<file path="src/rtl/half_adder.sv">
// half_adder: registered array of WIDTH independent one-bit half adders.
// Each captured operand pair yields sum = a ^ b and carry = a & b, plus
// two summary flags derived from the same operands, one cycle later.
module half_adder #(
  parameter int WIDTH = 32
) (
  input  logic             clk,
  input  logic             rst_n,
  input  logic             in_valid,
  input  logic [WIDTH-1:0] a,
  input  logic [WIDTH-1:0] b,
  output logic             out_valid,
  output logic [WIDTH-1:0] sum,
  output logic [WIDTH-1:0] carry,
  output logic             carry_any,
  output logic             sum_all_ones
);

  // High when at least one bit position generates a carry.
  function automatic logic any_set(input logic [WIDTH-1:0] v);
    any_set = |v;
  endfunction

  // High when every bit position of the vector is 1.
  function automatic logic all_set(input logic [WIDTH-1:0] v);
    all_set = &v;
  endfunction

  logic [WIDTH-1:0] sum_d, sum_q;
  logic [WIDTH-1:0] carry_d, carry_q;
  logic             carry_any_d, carry_any_q;
  logic             sum_all_ones_d, sum_all_ones_q;
  logic             out_valid_d, out_valid_q;

  // Next state: capture a fresh result on in_valid, otherwise hold; the
  // flags are computed from the same a/b as sum/carry so they never lag.
  always_comb begin
    sum_d          = sum_q;
    carry_d        = carry_q;
    carry_any_d    = carry_any_q;
    sum_all_ones_d = sum_all_ones_q;
    out_valid_d    = in_valid;
    if (in_valid) begin
      sum_d          = a ^ b;
      carry_d        = a & b;
      carry_any_d    = any_set(a & b);
      sum_all_ones_d = all_set(a ^ b);
    end
  end

  // Result registers; reset clears everything at once, dropping any
  // result that was captured but not yet consumed.
  always_ff @(posedge clk or negedge rst_n) begin
    if (!rst_n) begin
      sum_q          <= '0;
      carry_q        <= '0;
      carry_any_q    <= 1'b0;
      sum_all_ones_q <= 1'b0;
      out_valid_q    <= 1'b0;
    end else begin
      sum_q          <= sum_d;
      carry_q        <= carry_d;
      carry_any_q    <= carry_any_d;
      sum_all_ones_q <= sum_all_ones_d;
      out_valid_q    <= out_valid_d;
    end
  end

  assign sum          = sum_q;
  assign carry        = carry_q;
  assign carry_any    = carry_any_q;
  assign sum_all_ones = sum_all_ones_q;
  assign out_valid    = out_valid_q;

endmodule

</file>
<file path="config.mk">
export PLATFORM = sky130hd
export DESIGN_NAME = half_adder
export DESIGN_NICKNAME = d
export VERILOG_FILES = /design/src/rtl/half_adder.sv
export SDC_FILE = /design/constraint.sdc
export NUM_CORES = 1
export LEC_CHECK = 0
export CAP_MARGIN = 0
export CORE_UTILIZATION = 42
export CTS_CLUSTER_DIAMETER = 30
export CTS_CLUSTER_SIZE = 24
export DETAILED_ROUTE_END_ITERATION = 7
export GPL_TIMING_DRIVEN = 0
export PLACE_DENSITY = 0.84
export SLEW_MARGIN = 20
export SYNTH_ARGS = -nofsm -noshare
export SYNTH_HDL_FRONTEND = slang
export SYNTH_SLANG_ARGS = --single-unit
export TNS_END_PERCENT = 30
</file>
<file path="constraint.sdc">
create_clock -name clk -period 0.85 [get_ports clk]
set_input_delay 0.2125 -clock clk [delete_from_list [all_inputs] [get_ports clk]]
set_output_delay 0.2125 -clock clk [all_outputs]
set_load 0.05 [all_outputs]
</file>
==> qor.txt <==
1st-pass router iterations -> 4
Worst-Margin Slew -> 0.361 ns
Compound-Gate Fraction of Synth Area -> 0.498%
WL/cell -> 19.5 um
CTS tree -> built
Nets -> 450
mux cell area share after synthesis -> 23.9%
first-pass GRT wire length -> 13.6 mm
Horiz. Die Dim -> 86.7 um
FMAX -> 877 MHz
commonest non-fill, non-tap cell in the layout -> buf_6
CP Class -> flip-flop to output port
Synth Area in Adders -> 13.3%
FF/Latch Area -> 1700 um^2
flop2flop setup slack -> -0.16 ns
Filler cells -> 429
buffers plus inverters on the worst setup path -> 1
Fin. Hold Viols -> 25
# DRC -> 0
slowest cell on the critical path -> dfrtp_2
min-delay worst type -> input pin to async pin
GR met2 Demand/Resource -> 40.7%
Clock Skews -> 0 ns
register area share after synthesis -> 55.6%
Routed Antenna Nets -> 0
worst skew pair latency -> 0.34 ns
routed wire length -> 8.81 mm
pin count of the biggest net entering global routing -> 43
Tcrit/Tclk final -> 134%
highest ir drop seen on vdd -> 1.25 mV
Pwr Density -> 1920 nW/um^2
core area -> 6870 um^2
Vias/cell -> 5.05
DIE AREA -> 7520 um^2
final setup violation count -> 75
diodes inserted -> 0
all-layer global routing usage -> 25.0%
vias in the first global route -> 2548
outcome -> complete, but fails checks
Crit path largest cell delay -> 0.42 ns
largest family of logic cells by synthesized area -> multiplexers
I/O pin count -> 134
Reg2Reg Depth -> 3
Final Core Density -> 77.9%
multi-input combinational cell area -> 1780 um^2
synth unique cells -> 16
commonest cells after routing, fill and taps aside -> buf_6 (72), dfrtp_1 (49), dlygate4sd2_1 (40), mux2_2 (36), ha_4 (27)
DP Worst Slack -> -0.922 ns
post-layout min period -> 1.14 ns
top post-synthesis cells by area -> dfrtp_1 (56%), mux2_2 (13%), ha_1 (13%)
Max clock buf depth -> 2
Setup WS post-layout -> -0.290 ns
xor/xnor cell area share of the yosys netlist -> 0%
area share of the largest cell type after synthesis -> 55.6%
grt peak-use layer -> met2
worst path arrival time -> 0.93 ns
vias post-DR -> 2282
CP startpoint -> sum[3]
height of the die -> 86.7 um
area leader, netlist -> dfrtp_1
layout cell share with drive strength beyond 1 -> 60.1%
CP top delay family -> flip-flops
Mapped Area -> 3010 um^2
H-tree Lvls -> 3
mean post-synth cell area -> 15.5 um^2
Max Slew Vio Count -> 0
initial core utilization -> 43.9%
worst flop-to-flop path startpoint -> sum[18]
GR Util met1 -> 30.7%
Worst EP required -> 0.64 ns
WHS -> -0.234 ns
total power -> 10.3 mW
Mapped Cells -> 195
Max Cap Violations -> 0
Clock Sinks -> 67
synthesized flop and latch total -> 67
CP startpoint kind -> flip-flop
Worst Setup End Kind -> output port
initial antenna violation count -> 0
LEAKAGE -> 2.41 nW
Area Growth Syn to Fin -> 77.5%
Non-Filler Cell Area, Final -> 5350 um^2
Iteration-0 DRC Markers -> 41
failing checks -> hold timing, setup timing
worst reg2reg path endpoint -> sum[18]
Synth Area in Simple Gates -> 4.82%
Synth Warn # -> 0
gp weighted congestion -> 0.779
Slew Limit Headroom -> 75.9%
clk root buf -> clkbuf_8
Mapped Nets -> 294
RSZ-0062 raised after global routing -> true
placed instance area -> 4790 um^2
Reg clk slew, reported paths -> 0.08 ns
port buffer count -> 133
met3 Use GR -> 6.76%
Max FO, Critical Path -> 2
crit-path cells -> buf_6
grt ovf -> 0
dpl hpwl -> 6.47 mm
TritonCTS Buffers -> 9
placement row count -> 30
synth_stat cells:
master,n
nor2b_1,1
buf_4,1
a31oi_1,1
mux2_2,36
nor4_1,8
ha_1,32
buf_6,3
buf_2,3
and4_1,2
nor2_1,2
a31o_2,1
nand4_1,8
mux2_1,28
nor3_1,1
dfrtp_1,67
nor4b_1,1
routing by layer:
layer  vias up  wire [um]
met1      1136       3630
met5         -          0
met3        18        550
met4         0        220
met2        87       4410
li1       1041          -
how the worst max path moves through the flow:
stage                         to  cells past startpoint
global route              sum[3]                      1
detailed placement     carry_any                      5
CTS                       sum[3]                      1
floorplan           sum_all_ones                      4
global placement          sum[4]                      1
finish                    sum[3]                      1
flip-flops by register name (all words and copies together), names as in the netlist:
signal and count:
carry 32, carry_any 1, out_valid 1, sum 32, sum_all_ones 1
area by class of cell:
type,instances,area share [%]
Multi-Input combinational cell,121,33.3
Sequential cell,67,31.8
Timing Repair Buffer,145,27.4
Clock buffer,11,2.64
Tap cell,96,2.25
Buffer,7,1.68
Clock inverter,5,0.982
what timing repair did:
action | 4_1_cts | 5_1_grt
gates resized for setup | 581 | 19
setup buffers | 7 | 4
hold endpoints to repair | 25 | 25
pin swaps | 29 | 9
gates cloned | 0 | 0
endpoints found under the setup margin | 133 | 80
stage by stage:
stage	hold slack, ns	setup TNS [ns]	cells
final	-0.234	-18.68	452
after global routing	-0.219	-20.99	452
after CTS	-0.233	-19.38	448
after detailed placement	0.153	-84.25	425
after global placement	0.468	-268.46	424
after floorplan	-0.0831	-8.07	195
cell families (layout without fill, tap and decap cells):
kind of cell               after synthesis  count (layout)
adders and majority gates               32              32
DFF                                     67              67
buffers and inverters                    7             168
and+or+nand+nor                         23              23
AOI/OAI and AO/OA                        2               2
muxes                                   64              64
report_power, final:
part,internal [mW],total (mW),switching [mW],leakage [nW]
clock,1.42,2.65,1.23,0.0991
combinational,1.66,3.76,2.10,1.51
sequential,3.58,3.86,0.279,0.802
total,6.66,10.3,3.62,2.41
Note: power is estimated with default switching activity, not from simulation.
==> edit 1, RTL diff (same flow settings) <==
Register the output `carry` once more, with the module's reset; this adds one clock of latency there. The other outputs are not delayed to match.
--- a/src/rtl/half_adder.sv
+++ b/src/rtl/half_adder.sv
@@ -67,7 +67,13 @@
   end
 
   assign sum          = sum_q;
-  assign carry        = carry_q;
+  always_ff @(posedge clk or negedge rst_n) begin
+    if (!rst_n) begin
+      carry <= '0;
+    end else begin
+      carry <= carry_q;
+    end
+  end
   assign carry_any    = carry_any_q;
   assign sum_all_ones = sum_all_ones_q;
   assign out_valid    = out_valid_q;
Function: changed (a bounded check fails within 4 cycles, from zero or initial values and one cycle with rst_n low).
==> edit 1 against the original RTL <==
The flow still finishes with violations (hold timing, setup timing). Total power up 17%. Largest power group unchanged. Sequential cell count increased by 32. Clock power is 3% higher. First-iteration DRC count fell by 9.8%. Setup slack got worse by 0.021 ns. Synthesized area grew 27%. Wire length rose by 8.3%. Critical endpoint is now sum[12]. Cell area up 13%.
==> edit 1: results (changes against the original RTL) <==
[global_route] number of global-route vias before repair 2,837 [was 2,548]
[run_status] violations in the final reports hold timing, setup timing [unchanged]
[clock_network] clock-pin slew on the worst setup and hold paths 0.10 ns [was 0.08 ns]
[power_and_ir_drop] portion of total power attributed to the clock network 22.7% [was 25.8%]
[clock_network] Resize count post-CTS 572 [was 581]
[timing] number of hold violations in the final report 39 [was 25]
[timing] pin slew with the least headroom to its limit 0.397 ns [was 0.361 ns]
[detailed_routing] number of DRC markers after the initial detailed-route iteration 37 [was 41]
[global_route] met3 Use GR 5.83% [was 6.76%]
[yosys] complex-gate fraction of the synthesized area 0.394% [was 0.498%]
[global_route] global-route wire length before repair 15,100 um [was 13,600 um]
[finish] layout net count 483 [was 450]
[global_route] overall fraction of global-route tracks in use 21.0% [was 25.0%]
[power_and_ir_drop] seq pwr 5540 uW [was 3860 uW]
[placed_design] Final HPWL DP 7110 um [was 6470 um]
[placed_design] Area after DPL 5620 um2 [was 4790 um2]
[detailed_routing] routed length on met2 5150 um [was 4410 um]
[yosys] Post-Synth Adder-Cell Area 10.5% [was 13.3%]
[worst_setup_path] endpoint of the lowest-slack register-to-register path sum[12] [was sum[18]]
[timing] Final Setup Violations 75 [unchanged]
[global_route] M2 GR Usage 37.6% [was 40.7%]
[yosys] Synth area leaders dfrtp_1 65%, mux2_2 11%, ha_1 10% [was dfrtp_1 56%, mux2_2 13%, ha_1 13%]
[timing] hold_ws -0.254 ns [was -0.234 ns]
[timing] final setup slack of the worst path -0.311 ns [was -0.290 ns]
[yosys] Post-synth top cells 99 x dfrtp_1, 36 x mux2_2, 32 x ha_1, 28 x mux2_1 [was 67 x dfrtp_1, 36 x mux2_2, 32 x ha_1, 28 x mux2_1]
[run_status] status finished, violations left [unchanged]
[timing] Max Clock Skew 0.00643 ns [was 0 ns]
[worst_setup_path] worst reg-to-reg setup slack -0.08 ns [was -0.16 ns]
[yosys] sequential element share of the synthesized area 64.9% [was 55.6%]
[power_and_ir_drop] Static Leak 0.00278 uW [was 0.00241 uW]
[yosys] Post-Syn Nets 326 [was 294]
[global_route] largest net degree at the start of global routing 61 [was 43]
[detailed_routing] final routed wire length divided by cell count 19.2 um [was 19.5 um]
[worst_setup_path] critical path data arrival time 0.95 ns [was 0.93 ns]
[placed_design] dpl ws -1.06 ns [was -0.922 ns]
[worst_setup_path] reg-to-reg critical path startpoint sum[12] [was sum[18]]
[power_and_ir_drop] internal power of the cells 7970 uW [was 6660 uW]
[detailed_routing] detailed route wirelength on metal3 551 um [was 550 um]
[clock_network] Post-CTS Repair Setup Buffers 9 [was 7]
[finish] filler cell count in the final layout 639 [was 429]
[detailed_routing] M1 wire length 3750 um [was 3630 um]
[detailed_routing] vias after detailed routing 2,531 [was 2,282]
-- edit 1: cell types whose count changed in the layout (fill, tap and decap cells not counted), sizes merged --
cell | unedited run | this run
buf | 88 | 95
bufinv | 1 | 0
clkbuf | 14 | 50
clkdlybuf4s15 | 21 | 7
clkinv | 3 | 1
clkinvlp | 1 | 3
dfrtp | 67 | 99
dlygate4sd2 | 40 | 11
inv | 0 | 2
-- edit 1: final cells by class --
| cell class | count | area share [%] |
|---|---|---|
| buffer | 7 | 1.38 |
| clock buffer | 10 | 2.11 |
| tap | 108 | 2.23 |
| timing repair buffer | 146 | 22.1 |
| clock inverter | 6 | 0.805 |
| multi-input combinational | 121 | 30.1 |
| sequential | 99 | 41.2 |
-- edit 1: worst max-delay path by stage --
stage / start / endpoint / slack (ns)
after floorplan: b[11] / sum_all_ones / -0.18
after global placement: rst_n / sum[5] / -4.32
after detailed placement: a[26] / carry_any / -1.06
after CTS: sum[12] / sum[12] / -0.32
after global routing: sum[12] / sum[12] / -0.35
final: sum[12] / sum[12] / -0.31
==> edit 2, RTL diff (same flow settings) <==
Without the edit above. Change the parameter `WIDTH` from 32 to 48.
--- a/src/rtl/half_adder.sv
+++ b/src/rtl/half_adder.sv
@@ -2,7 +2,7 @@
 // Each captured operand pair yields sum = a ^ b and carry = a & b, plus
 // two summary flags derived from the same operands, one cycle later.
 module half_adder #(
-  parameter int WIDTH = 32
+  parameter int WIDTH = 48
 ) (
   input  logic             clk,
   input  logic             rst_n,
Ports: changed (resized a, b, carry and sum); port bits go from 134 to 198. The function was not compared with the original's and may differ.
==> edit 2 against the original RTL <==
Critical endpoint is now sum_all_ones. Total power increased by 38%. Sequential share of layout area increased by 0.16 points. Highest routed layer unchanged. Setup slack got worse by 0.052 ns. The run still ends with hold timing, setup timing left. Synthesized area increased by 48%. Combinational power increased by 50%. Synthesized cell count increased by 50%. Largest cell class unchanged. Sequential cell count increased by 32. Cell area increased by 47%. Critical path type is now primary input to flip-flop. Non-clock buffer count increased by 84. Die area increased by 47%. Clock power increased by 7%. Wire length increased by 60%.
==> edit 2: results (changes against the original RTL) <==
[clock_network] clock-pin slew on the worst setup and hold paths 0.10 ns [was 0.08 ns]
[power_and_ir_drop] power attributed to combinational cells 5640 uW [was 3760 uW]
[detailed_routing] routed length on met2 7390 um [was 4410 um]
[yosys] Post-synth top cells 99 x dfrtp_1, 95 x mux2_2, 48 x ha_1, 11 x nand4_1, 11 x nor4_1 [was 67 x dfrtp_1, 36 x mux2_2, 32 x ha_1, 28 x mux2_1]
[placed_design] cell count after placement 626 [was 425]
[finish] filler cell count in the final layout 630 [was 429]
[run_status] violations in the final reports hold timing, setup timing [unchanged]
[detailed_routing] detailed route wirelength on metal3 703 um [was 550 um]
[yosys] Synth area leaders dfrtp_1 56%, mux2_2 24%, ha_1 13% [was dfrtp_1 56%, mux2_2 13%, ha_1 13%]
[worst_setup_path] slowest cell on the critical path nor4_4 [was dfrtp_2]
[global_route] M2 GR Usage 44.8% [was 40.7%]
[detailed_routing] final routed wire length divided by cell count 21.0 um [was 19.5 um]
[power_and_ir_drop] worst supply voltage drop on vdd 1.16 mV [was 1.25 mV]
[clock_network] Resize count post-CTS 878 [was 581]
[timing] Final Setup Violations 119 [was 75]
[timing] hold_ws -0.228 ns [was -0.234 ns]
[timing] final setup slack of the worst path -0.342 ns [was -0.290 ns]
[global_route] antenna violations before repair 1 [was 0]
[detailed_routing] M1 wire length 5680 um [was 3630 um]
[worst_setup_path] critical path data arrival time 1.49 ns [was 0.93 ns]
[finish] share of layout cells above drive strength 1 66.0% [was 60.1%]
[global_route] met1 Track Usage GR 29.8% [was 30.7%]
[placed_design] Final Wtd Congestion 0.831 [was 0.779]
[timing] number of hold violations in the final report 47 [was 25]
[global_route] number of global-route vias before repair 3,798 [was 2,548]
[clock_network] Post-CTS Repair Setup Buffers 18 [was 7]
[global_route] global-route wire length before repair 20,700 um [was 13,600 um]
[yosys] number of cells produced by synthesis 292 [was 195]
[placed_design] Final HPWL DP 9890 um [was 6470 um]
[run_status] status finished, violations left [unchanged]
[yosys] Post-Syn Nets 439 [was 294]
[worst_setup_path] maximum cell stage delay along the critical path 0.33 ns [was 0.42 ns]
[yosys] number of distinct library cells after synthesis 21 [was 16]
[global_route] largest net degree at the start of global routing 53 [was 43]
[finish] layout net count 675 [was 450]
## edit 2: metrics by stage
stage	hold slack [ns]	instance area, um2	power, uW	setup slack, ns
global route	-0.205	7860	14700	-0.355
finish	-0.228	7860	14200	-0.342
detailed placement	0.176	6910	10700	-1.02
CTS	-0.221	7630	14000	-0.322
floorplan	-0.0831	4740	8580	-0.393
global placement	0.489	6880	10600	-4.53
## edit 2: worst paths after layout
check | from | endpoint | slack [ns] | cells past startpoint
worst max-delay path | a[18] | sum_all_ones | -0.34 | 5
worst min register to register | carry[24] | carry[24] | 0.54 | 1
max in group asynchronous | rst_n | carry[26] | 0.45 | 2
worst min-delay path | rst_n | carry[8] | -0.23 | 1
min in group clk | in_valid | out_valid | 0.02 | 1
worst max register to register | carry[42] | carry[42] | -0.17 | 3
## edit 2: logic make-up (layout without fill, tap and decap cells)
| family | count (synthesis) | after routing | share of synthesized area (%) |
|---|---|---|---|
| other cells | 0 | 1 | 0 |
| fa+ha+maj | 48 | 48 | 13.5 |
| buf+inv | 12 | 253 | 1.60 |
| compound gates | 3 | 3 | 0.533 |
| flops | 99 | 99 | 55.5 |
| simple gates | 35 | 35 | 4.93 |
| mux | 95 | 95 | 24.0 |
## edit 2: worst reg2reg max path, delay by kind of cell, from the launching register on
kind	cells	cell delay [ns]
buf+inv	2	0.26
mux	1	0.25
flops	1	0.41
## edit 2: final cells by class
type / instances / area (um2) / area share (%)
antenna: 1 / 2.50 / 0.0318
buffer: 11 / 153 / 1.94
clock buffer: 11 / 141 / 1.80
clock inverter: 5 / 37.5 / 0.478
inverter: 1 / 3.75 / 0.0478
multi-input combinational: 181 / 2580 / 32.8
sequential: 99 / 2510 / 31.9
tap: 136 / 170 / 2.16
timing repair buffer: 225 / 2270 / 28.8
